### config.mk
export PLATFORM = sky130hd
export DESIGN_NAME = cache_2way_wb_ctrl
export DESIGN_NICKNAME = d
export VERILOG_FILES = /design/src/rtl/cache_2way_wb_ctrl.sv
export SDC_FILE = /design/constraint.sdc
export NUM_CORES = 2
export LEC_CHECK = 0
export CAP_MARGIN = 20
export CORE_MARGIN = 2
export CORE_UTILIZATION = 57
export DETAILED_ROUTE_END_ITERATION = 10
export PLACE_DENSITY = 0.8
export REMOVE_ABC_BUFFERS = 1
export SLEW_MARGIN = 10
export SYNTH_ARGS = -nofsm -noshare
export SYNTH_HDL_FRONTEND = slang
export SYNTH_SLANG_ARGS = --single-unit
### constraint.sdc
create_clock -name clk -period 11.4 [get_ports clk]
set_input_delay 3.42 -clock clk [delete_from_list [all_inputs] [get_ports clk]]
set_output_delay 3.42 -clock clk [all_outputs]
set_load 0.01 [all_outputs]
### src/rtl/cache_2way_wb_ctrl.sv
`default_nettype none
//==============================================================================
// Module   : cache_2way_wb_ctrl
// Brief    : Two-way set-associative, write-back, write-allocate data cache
//            controller. 32-bit CPU word port, 128-bit memory block port,
//            per-set LRU replacement and saturating hit/miss statistics.
// Revision : 1.0 - initial release
//==============================================================================
module cache_2way_wb_ctrl #(
  parameter int SET_BITS = 1,
  parameter int MEM_LAT  = 4
) (
  input  logic         clk,
  input  logic         reset,
  input  logic         cpu_req,
  input  logic         cpu_we,
  input  logic [9:0]   cpu_addr,
  input  logic [31:0]  cpu_wdata,
  output logic [31:0]  cpu_rdata,
  output logic         cpu_ready,
  output logic         mem_write,
  output logic [9:0]   mem_addr,
  output logic [127:0] mem_wdata,
  input  logic [127:0] mem_rdata,
  output logic [15:0]  hit_count,
  output logic [15:0]  miss_count
);

  localparam int         c_numSets = 2 ** SET_BITS;
  localparam int         c_tagW    = 6 - SET_BITS;
  localparam logic [3:0] c_latLoad = 4'(MEM_LAT - 1);

  typedef enum logic [1:0] {
    IDLE      = 2'd0,
    COMPARE   = 2'd1,
    WRITEBACK = 2'd2,
    ALLOCATE  = 2'd3
  } state_t;

  state_t r_state;
  state_t w_nextState;

  // Cache storage: per set and way; one LRU bit per set names the victim way
  logic              r_valid [c_numSets][2];
  logic              r_dirty [c_numSets][2];
  logic [c_tagW-1:0] r_tag   [c_numSets][2];
  logic [127:0]      r_data  [c_numSets][2];
  logic              r_lru   [c_numSets];

  // Latched request and transaction bookkeeping
  logic [9:2]  r_reqAddr;
  logic        r_reqWe;
  logic [31:0] r_reqWdata;
  logic        r_victim;
  logic        r_retry;
  logic [3:0]  r_cnt;

  logic [SET_BITS-1:0] w_index;
  logic [c_tagW-1:0]   w_tag;
  logic [1:0]          w_word;
  logic                w_hit0;
  logic                w_hit1;
  logic                w_hit;
  logic                w_hitWay;
  logic                w_victim;
  logic                w_victimDirty;
  logic                w_start;
  logic                w_fill;
  logic [127:0]        w_hitBlock;
  logic [127:0]        w_mergedBlock;
  logic [31:0]         w_hitWord;
  logic                w_unusedAddrLsbs;

  // Byte offset within a word carries no information for word accesses
  assign w_unusedAddrLsbs = ^cpu_addr[1:0];

  assign w_index = r_reqAddr[4 +: SET_BITS];
  assign w_tag   = r_reqAddr[9 -: c_tagW];
  assign w_word  = r_reqAddr[3:2];

  assign w_hit0   = r_valid[w_index][0] && (r_tag[w_index][0] == w_tag);
  assign w_hit1   = r_valid[w_index][1] && (r_tag[w_index][1] == w_tag);
  assign w_hit    = w_hit0 || w_hit1;
  assign w_hitWay = w_hit1;

  // Fill an empty way first (way 0 preferred); only evict when the set is full
  assign w_victim = !r_valid[w_index][0] ? 1'b0 :
                    !r_valid[w_index][1] ? 1'b1 : r_lru[w_index];
  assign w_victimDirty = r_valid[w_index][w_victim] && r_dirty[w_index][w_victim];

  // A completion pulse masks cpu_req so a held request is not re-issued early
  assign w_start = (r_state == IDLE) && cpu_req && !cpu_ready;
  assign w_fill  = (r_state == ALLOCATE) && (r_cnt == 4'd0);

  assign w_hitBlock = r_data[w_index][w_hitWay];

  // Select the addressed word and build the store-merged block (word 0 is MSB)
  always_comb begin
    w_hitWord     = w_hitBlock[127:96];
    w_mergedBlock = w_hitBlock;
    case (w_word)
      2'd0: begin
        w_hitWord             = w_hitBlock[127:96];
        w_mergedBlock[127:96] = r_reqWdata;
      end
      2'd1: begin
        w_hitWord            = w_hitBlock[95:64];
        w_mergedBlock[95:64] = r_reqWdata;
      end
      2'd2: begin
        w_hitWord            = w_hitBlock[63:32];
        w_mergedBlock[63:32] = r_reqWdata;
      end
      default: begin
        w_hitWord           = w_hitBlock[31:0];
        w_mergedBlock[31:0] = r_reqWdata;
      end
    endcase
  end

  // State register
  always_ff @(posedge clk or posedge reset) begin
    if (reset) begin
      r_state <= IDLE;
    end else begin
      r_state <= w_nextState;
    end
  end

  // Next-state logic; writeback length is tracked by the registered mem_write
  always_comb begin
    w_nextState = r_state;
    case (r_state)
      IDLE: begin
        if (w_start) w_nextState = COMPARE;
      end
      COMPARE: begin
        if (w_hit)              w_nextState = IDLE;
        else if (w_victimDirty) w_nextState = WRITEBACK;
        else                    w_nextState = ALLOCATE;
      end
      WRITEBACK: begin
        if (!mem_write) w_nextState = ALLOCATE;
      end
      ALLOCATE: begin
        if (r_cnt == 4'd0) w_nextState = COMPARE;
      end
      default: w_nextState = IDLE;
    endcase
  end

  // Registered outputs, request latch, statistics and memory-side sequencing
  always_ff @(posedge clk or posedge reset) begin
    if (reset) begin
      cpu_ready  <= 1'b0;
      cpu_rdata  <= '0;
      mem_write  <= 1'b0;
      mem_addr   <= '0;
      mem_wdata  <= '0;
      hit_count  <= '0;
      miss_count <= '0;
      r_reqAddr  <= '0;
      r_reqWe    <= 1'b0;
      r_reqWdata <= '0;
      r_victim   <= 1'b0;
      r_retry    <= 1'b0;
      r_cnt      <= '0;
    end else begin
      cpu_ready <= 1'b0;
      case (r_state)
        IDLE: begin
          if (w_start) begin
            r_reqAddr  <= cpu_addr[9:2];
            r_reqWe    <= cpu_we;
            r_reqWdata <= cpu_wdata;
            r_retry    <= 1'b0;
          end
        end
        COMPARE: begin
          if (w_hit) begin
            cpu_ready <= 1'b1;
            if (!r_reqWe) cpu_rdata <= w_hitWord;
            // The lookup that follows a refill is part of the miss, not a hit
            if (!r_retry && (hit_count != 16'hFFFF)) hit_count <= hit_count + 16'd1;
          end else begin
            if (miss_count != 16'hFFFF) miss_count <= miss_count + 16'd1;
            r_victim <= w_victim;
            if (w_victimDirty) begin
              mem_write <= 1'b1;
              mem_addr  <= {r_tag[w_index][w_victim], w_index, 4'b0000};
              mem_wdata <= r_data[w_index][w_victim];
            end else begin
              mem_write <= 1'b0;
              mem_addr  <= {w_tag, w_index, 4'b0000};
              r_cnt     <= c_latLoad;
            end
          end
        end
        WRITEBACK: begin
          // Memory latches on the 1->0 edge, so address/data hold for both cycles
          mem_write <= 1'b0;
          if (!mem_write) begin
            mem_addr <= {w_tag, w_index, 4'b0000};
            r_cnt    <= c_latLoad;
          end
        end
        ALLOCATE: begin
          if (r_cnt != 4'd0) r_cnt <= r_cnt - 4'd1;
          else               r_retry <= 1'b1;
        end
        default: ;
      endcase
    end
  end

  // Valid/dirty/LRU bookkeeping; cleared on reset so dirty data is discarded
  always_ff @(posedge clk or posedge reset) begin
    if (reset) begin
      for (int s = 0; s < c_numSets; s++) begin
        r_lru[s] <= 1'b0;
        for (int w = 0; w < 2; w++) begin
          r_valid[s][w] <= 1'b0;
          r_dirty[s][w] <= 1'b0;
        end
      end
    end else begin
      if ((r_state == COMPARE) && w_hit) begin
        r_lru[w_index] <= ~w_hitWay;
        if (r_reqWe) r_dirty[w_index][w_hitWay] <= 1'b1;
      end
      if (w_fill) begin
        r_valid[w_index][r_victim] <= 1'b1;
        r_dirty[w_index][r_victim] <= 1'b0;
      end
    end
  end

  // Tag and data arrays: meaningful only where valid, so they carry no reset
  always_ff @(posedge clk) begin
    if ((r_state == COMPARE) && w_hit && r_reqWe) begin
      r_data[w_index][w_hitWay] <= w_mergedBlock;
    end
    if (w_fill) begin
      r_data[w_index][r_victim] <= mem_rdata;
      r_tag[w_index][r_victim]  <= w_tag;
    end
  end

endmodule
`default_nettype wire

Word-level counts from Yosys, hierarchy flattened
Memories as Yosys holds them, arrays and structs flattened.
Cells that the tools add are included.
{ "op_classes": {"n_bitwise": 267, "n_lt_le_gt_ge": 7, "eq_ne": 16, "n_addsub": 3, "n_mux": 335, "n_reduce_logical": 34} }
{ "op_table": {"columns": ["op", "count"], "rows": [
  ["128-bit 2-to-1 mux", 8],
  ["256-bit 2-to-1 mux", 2],
  ["1-bit 2-to-1 mux", 279],
  ["128-bit demux with 1-bit select", 2],
  ["1-bit OR", 256],
  ["32-bit 2-to-1 mux", 4],
  ["32-bit one-hot mux with 3 select lines", 1],
  ["10-bit 2-to-1 mux", 4],
  ["16-bit by 1-bit adder with 16-bit output (second input constant)", 2],
  ["16-bit != test (second input constant)", 2],
  ["4-bit 2-to-1 mux", 7],
  ["2-bit 2-to-1 mux", 12],
  ["3-bit AND reduction", 7],
  ["5-bit 2-to-1 mux", 4],
  ["10-bit one-hot mux with 2 select lines", 1],
  ["1-bit logical AND", 12],
  ["4-bit one-hot mux with 3 select lines", 1],
  ["5-bit equality test", 2],
  ["2-bit != test (second input constant)", 5],
  ["2-bit >= comparator (second input constant)", 4],
  ["1-bit NOT with 2-bit output", 4],
  ["4-bit OR", 2],
  ["2-bit one-hot mux with 4 select lines", 1],
  ["2-bit equality test (second input constant)", 3],
  ["other kinds (22)", 37]
]} }
{ "word_totals": {"out_inout_bits": 204, "in_bits": 174, "reg_bits": 263, "wordCells": 688, "n_memories": 2, "mem_bits_rw": 532} }
{ "memory_table": {"columns": ["name", "words", "word_bits", "rd", "rd_ports_with_merged_regs", "write_ports", "line", "text"], "rows": [
  ["r_data", 2, 256, 1, 0, 1, "47", "logic [127:0] r_data [c_numSets][2];"],
  ["r_tag", 2, 10, 1, 0, 1, "46", "logic [c_tagW-1:0] r_tag [c_numSets][2];"]
]} }

Logic depth before layout (Yosys ltp)
{ "logic_depth": {"depth_word": 17, "depth_mapped": 13, "mapped_depth_nobuf": 9} }

Worst setup path after synthesis
OpenSTA, ideal clock, no wires.
{ "synth_timing": {"path_type": "reg2reg", "start": "register r_reqAddr[4] in the netlist's numbering", "end": "memory r_data[1][0] in the netlist's numbering (enable)", "stages_incl_launch_ff": 9, "path_buffers": 2, "required_ns": 10.742, "synth_period_minus_slack_ns": 8.765, "arrival_time_ns": 8.107, "setup_time_ns": 0.658, "slack_ns": 2.635, "path_cell_list": "dfrtp_1 -> buf_6 -> mux2i_1 -> xor2_1 -> o2111ai_1 -> nor2_1 -> clkbuf_1 -> nand3_1 -> a21oi_1"} }
{ "synth_via": {"elab_chain_len": 12, "elab_cells_between_ends": 21, "classes_between": "order compare (2); eq/ne (2); mux (7); bitwise (3); reduce/logical (6); memory (1)"} }
{ "synth_rtl": {"columns": ["item", "line", "text"], "rows": [
  ["from (decl)", "51", "logic [9:2] r_reqAddr;"],
  ["from (signal assigned)", "173", "r_reqAddr <= cpu_addr[9:2];"],
  ["branches (longest 12 deep; another with memory 2 x 10 bit)", null, null],
  ["to (decl)", "47", null]
]} }
Several ways; the timed one is not identified. The select of a mux whose other input is x is not followed.

Worst setup path after layout
{ "layout_timing": {"start": "register r_reqAddr[4] in the netlist's numbering", "end": "memory r_data[0][153] in the netlist's numbering (enable)"} }
Same word-level chain as after synthesis.

==> out/qor_table.md <==
| Quantity | Reported | Unit |
|---|---|---|
| Total congestion overflow after global routing | 0 | - |
| Reg-to-reg setup timing slack | 5950 | ps |
| Core area | 64,460 | um2 |
| Htree depth | 3 | - |
| Hold wc startpoint | r_valid[1]$_DFFE_PP0P_ | - |
| Worst slew margin relative to its limit | 0.2395 | - |
| Gr busiest metal | met2 | - |
| Fin. Hold Viols | 0 | - |
| TritonCTS sink count | 791 | - |
| Final Max Slew Viols | 0 | - |
| Worst setup path class | flip-flop to flip-flop | - |
| Leakage power of the design | 0.01626 | uW |
| Share of cells above drive strength 1 | 0.1223 | - |
| Unrepaired setup endpoints after global routing | no | - |
| Crit path launch type | flip-flop | - |
| Flip-flop cell with the highest count after synthesis | sky130_fd_sc_hd__edfxtp_1 | - |
| Hold-fix buffers, CTS | 0 | - |
| Peak clock frequency supported by timing | 0.1835 | GHz |
| Die Y | 259.5 | um |
| Worst IR Drop VDD | 228.5 | uV |
| Register area share after synthesis | 0.6036 | - |
| Top cells by area, synth | sky130_fd_sc_hd__edfxtp_1 43%, sky130_fd_sc_hd__dfrtp_1 17%, sky130_fd_sc_hd__mux2_2 7.1%, sky130_fd_sc_hd__o21ai_0 4.2%, sky130_fd_sc_hd__mux2i_1 4.1% | - |
| DP HPWL | 62,790 | um |
| Num CTS Buffers | 82 | - |
| Worst-path fanout max | 59 | - |
| Root buffer cell | sky130_fd_sc_hd__clkbuf_16 | - |
| Initial core utilization | 0.5772 | - |
| Clock transition at path regs | 60 | ps |
| Part of the cycle the worst path needs | 0.4781 | - |
| GRT Util Overall | 0.3187 | - |
| Max Buffers Root-to-Sink | 3 | - |
| RR Endpoint | r_data[0][153]$_DFFE_PP_ | - |
| Met2 track demand over resource | 0.5207 | - |
| Crit path buffers/inverters | 3 | - |
| Antenna violations before repair | 13 | - |
| Final worst setup slack | 5950 | ps |
| Tmin final | 5450 | ps |
| Longest individual stage delay on the worst path | 930 | ps |
| First-pass GRT wire length | 163,900 | um |
| Pwr Density | 234.1 | nW/um2 |
| Ys async rst share | 0.3274 | - |
| Commonest cells after routing, fill and taps aside | 532 x sky130_fd_sc_hd__edfxtp_1, 404 x sky130_fd_sc_hd__nand2_1, 371 x sky130_fd_sc_hd__clkdlybuf4s50_1 | - |
| Tightest Hold Check Type | flip-flop to flip-flop | - |
| Worst hold slack | 477.8 | ps |
| Arrival @ worst endpoint | 5690 | ps |
| Post-CTS setup-driven buffer insertion count | 0 | - |
| Synth Register Bits | 791 | - |
| Run status | complete, no violations | - |
| Number of design rule violations left after detail routing | 0 | - |
| Warnings, synthesis | 0 | - |
| Worst reg2reg path depth | 9 | - |
| Area of the mapped netlist | 37,210 | um2 |
| # rows | 93 | - |
| Post-synthesis to final-layout area growth | 18.56 | % |
| Final total power | 10,320 | uW |
| Clk Latency, worst-skew pair | 630 | ps |
| Number of resized instances in the post-cts repair step | 0 | - |
| First DRT Iteration DRCs | 3,706 | - |
| Final count of negative-setup-slack endpoints | 0 | - |
| Combined area of the multi-input logic cells | 13,730 | um2 |
| IO Pins | 378 | - |
| Largest net degree at the start of global routing | 210 | - |
| Dpl ws | 6032 | ps |
| Number of nets at the end of the flow | 3,671 | - |
| Distinct cells, synth | 56 | - |
| Kind of cell with the highest combined delay on the critical path | compound AO/OA/AOI/OAI gates | - |
| Remaining antenna violation count | 0 | - |
| Crit. path cell count | 9 | - |
| Die footprint | 67,330 | um2 |
| Wirelength per Cell | 24.74 | um |
| Transition time at the pin with the least slew margin | 1141 | ps |
| Cell with the largest stage delay on the worst path | sky130_fd_sc_hd__buf_4 | - |
| Router iterations before antenna repair | 6 | - |
| Reg-to-reg startpoint | r_reqAddr[4]$_DFFE_PP0P_ | - |
| Final setup TNS | 0 | ps |
| Count of buffers from port buffering | 371 | - |
| Critical path, cell by cell | inv_2 -> a211oi_1 -> o2111ai_4 -> buf_4 -> o22a_1 -> nor2_1 -> nand3_1 -> a21oi_4 -> buf_4 | - |
| Synthesized area per cell | 11.46 | um2 |
| Startpoint of the worst setup timing path | r_reqAddr[4]$_DFFE_PP0P_ | - |
| Leading cell type in the layout, fill and taps excluded | sky130_fd_sc_hd__edfxtp_1 | - |
| Fraction of post-synthesis cell area in the top cell type by area | 0.4294 | - |
| Critical Path Sink Type | flip-flop | - |
| Via count | 28,660 | - |
| Final-layout fill cell count | 4,507 | - |
| Instance count of the mapped netlist | 3,246 | - |
| Final weighted congestion in routability-driven placement | 0.8490 | - |
| Vias/cell | 6.483 | - |
| Crit-path most repeated cell | sky130_fd_sc_hd__buf_4 | - |
| TritonCTS clock tree | yes | - |
| Met3 GRT Util | 0.05477 | - |
| Count of maximum capacitance violations | 0 | - |
| Biggest area consumer among synthesized cells | sky130_fd_sc_hd__edfxtp_1 | - |
| Vias in the first global route | 28,440 | - |
| Register area | 22,460 | um2 |
| Routed wire length | 109,400 | um |
| Capture point of the critical path | r_data[0][153]$_DFFE_PP_ | - |
| Critical path data required time | 11,640 | ps |
| Horizontal extent of the die | 259.5 | um |
| Worst clock skew on the final layout | 16.26 | ps |
| Met1 capacity usage during global routing | 0.4172 | - |
| Number of enable flip-flop cells after synthesis | 532 | - |
[registers in the layout, indices dropped and copies added, names as in the netlist, 2 cells and up]
| name | count |
|---|---|
| hit_count | 16 |
| miss_count | 16 |
| r_cnt | 4 |
| r_reqAddr | 8 |
| r_data | 512 |
| cpu_rdata | 32 |
| r_dirty | 4 |
| r_state | 2 |
| r_reqWdata | 32 |
| r_valid | 4 |
| mem_wdata | 128 |
| mem_addr | 6 |
| r_lru | 2 |
| r_tag | 20 |
[how the worst min path moves through the flow]
| stage | to | slack (ps) | depth (start not counted) |
|---|---|---|---|
| after floorplan | r_valid[1]$_DFFE_PP0P_ | 440 | 1 |
| after global placement | r_valid[1]$_DFFE_PP0P_ | 450 | 1 |
| after detailed placement | r_valid[1]$_DFFE_PP0P_ | 450 | 1 |
| after CTS | r_valid[1]$_DFFE_PP0P_ | 470 | 1 |
| after global routing | r_valid[1]$_DFFE_PP0P_ | 490 | 1 |
| final | r_valid[1]$_DFFE_PP0P_ | 480 | 1 |
[cell families after synthesis]
group | synth area share
AND/OR/NAND/NOR | 0.09463
other | 0.0001008
buffers and inverters | 0.03175
adder cells (fa/ha/maj) | 0.003027
flip-flops | 0.6036
multiplexers | 0.1156
XOR/XNOR | 0.009416
AO/OA/AOI/OAI | 0.1419
[metrics by stage]
step,util,cells,area [um2]
finish,0.6843,4421,44110
global route,0.6842,4419,44110
CTS,0.6832,4409,44040
detailed placement,0.6419,4257,41380
global placement,0.6419,4257,41380
floorplan,-,2992,36090
[power by group]
group	leakage [uW]	internal, uW	switching [uW]	total [uW]
combinational	0.00674	1410	2320	3730
sequential	0.00821	3640	289	3930
clock	0.00131	1550	1110	2660
[area by class of cell]
cell class              count  area share
flip-flops and latches    791      0.5092
multi-input cells        2187      0.3113
repair buffers            412     0.09303
clock buffers             121     0.05426
well taps                 855     0.02425
clock inverters            31    0.006070
inverters                  14    0.001361
diodes                     10   0.0005673
[cell usage after synthesis, types with 39 or more instances]
master / count
sky130_fd_sc_hd__mux2_2: 236
sky130_fd_sc_hd__dfrtp_1: 259
sky130_fd_sc_hd__buf_2: 53
sky130_fd_sc_hd__nand2_1: 407
sky130_fd_sc_hd__nand3_1: 53
sky130_fd_sc_hd__edfxtp_1: 532
sky130_fd_sc_hd__nor3_1: 39
sky130_fd_sc_hd__mux2i_1: 153
sky130_fd_sc_hd__o21ai_0: 313
sky130_fd_sc_hd__nor2_1: 282
sky130_fd_sc_hd__clkbuf_1: 160
sky130_fd_sc_hd__a221oi_1: 60
sky130_fd_sc_hd__a21oi_1: 190
sky130_fd_sc_hd__a31oi_1: 136
[routing by layer]
metal | part of all wire | wire length, um
met3 | 0.10 | 11320
met4 | 0.046 | 5001
met1 | 0.37 | 40340
met5 | 0.00035 | 38
met2 | 0.48 | 52660
(Power assumes the default switching activity.)
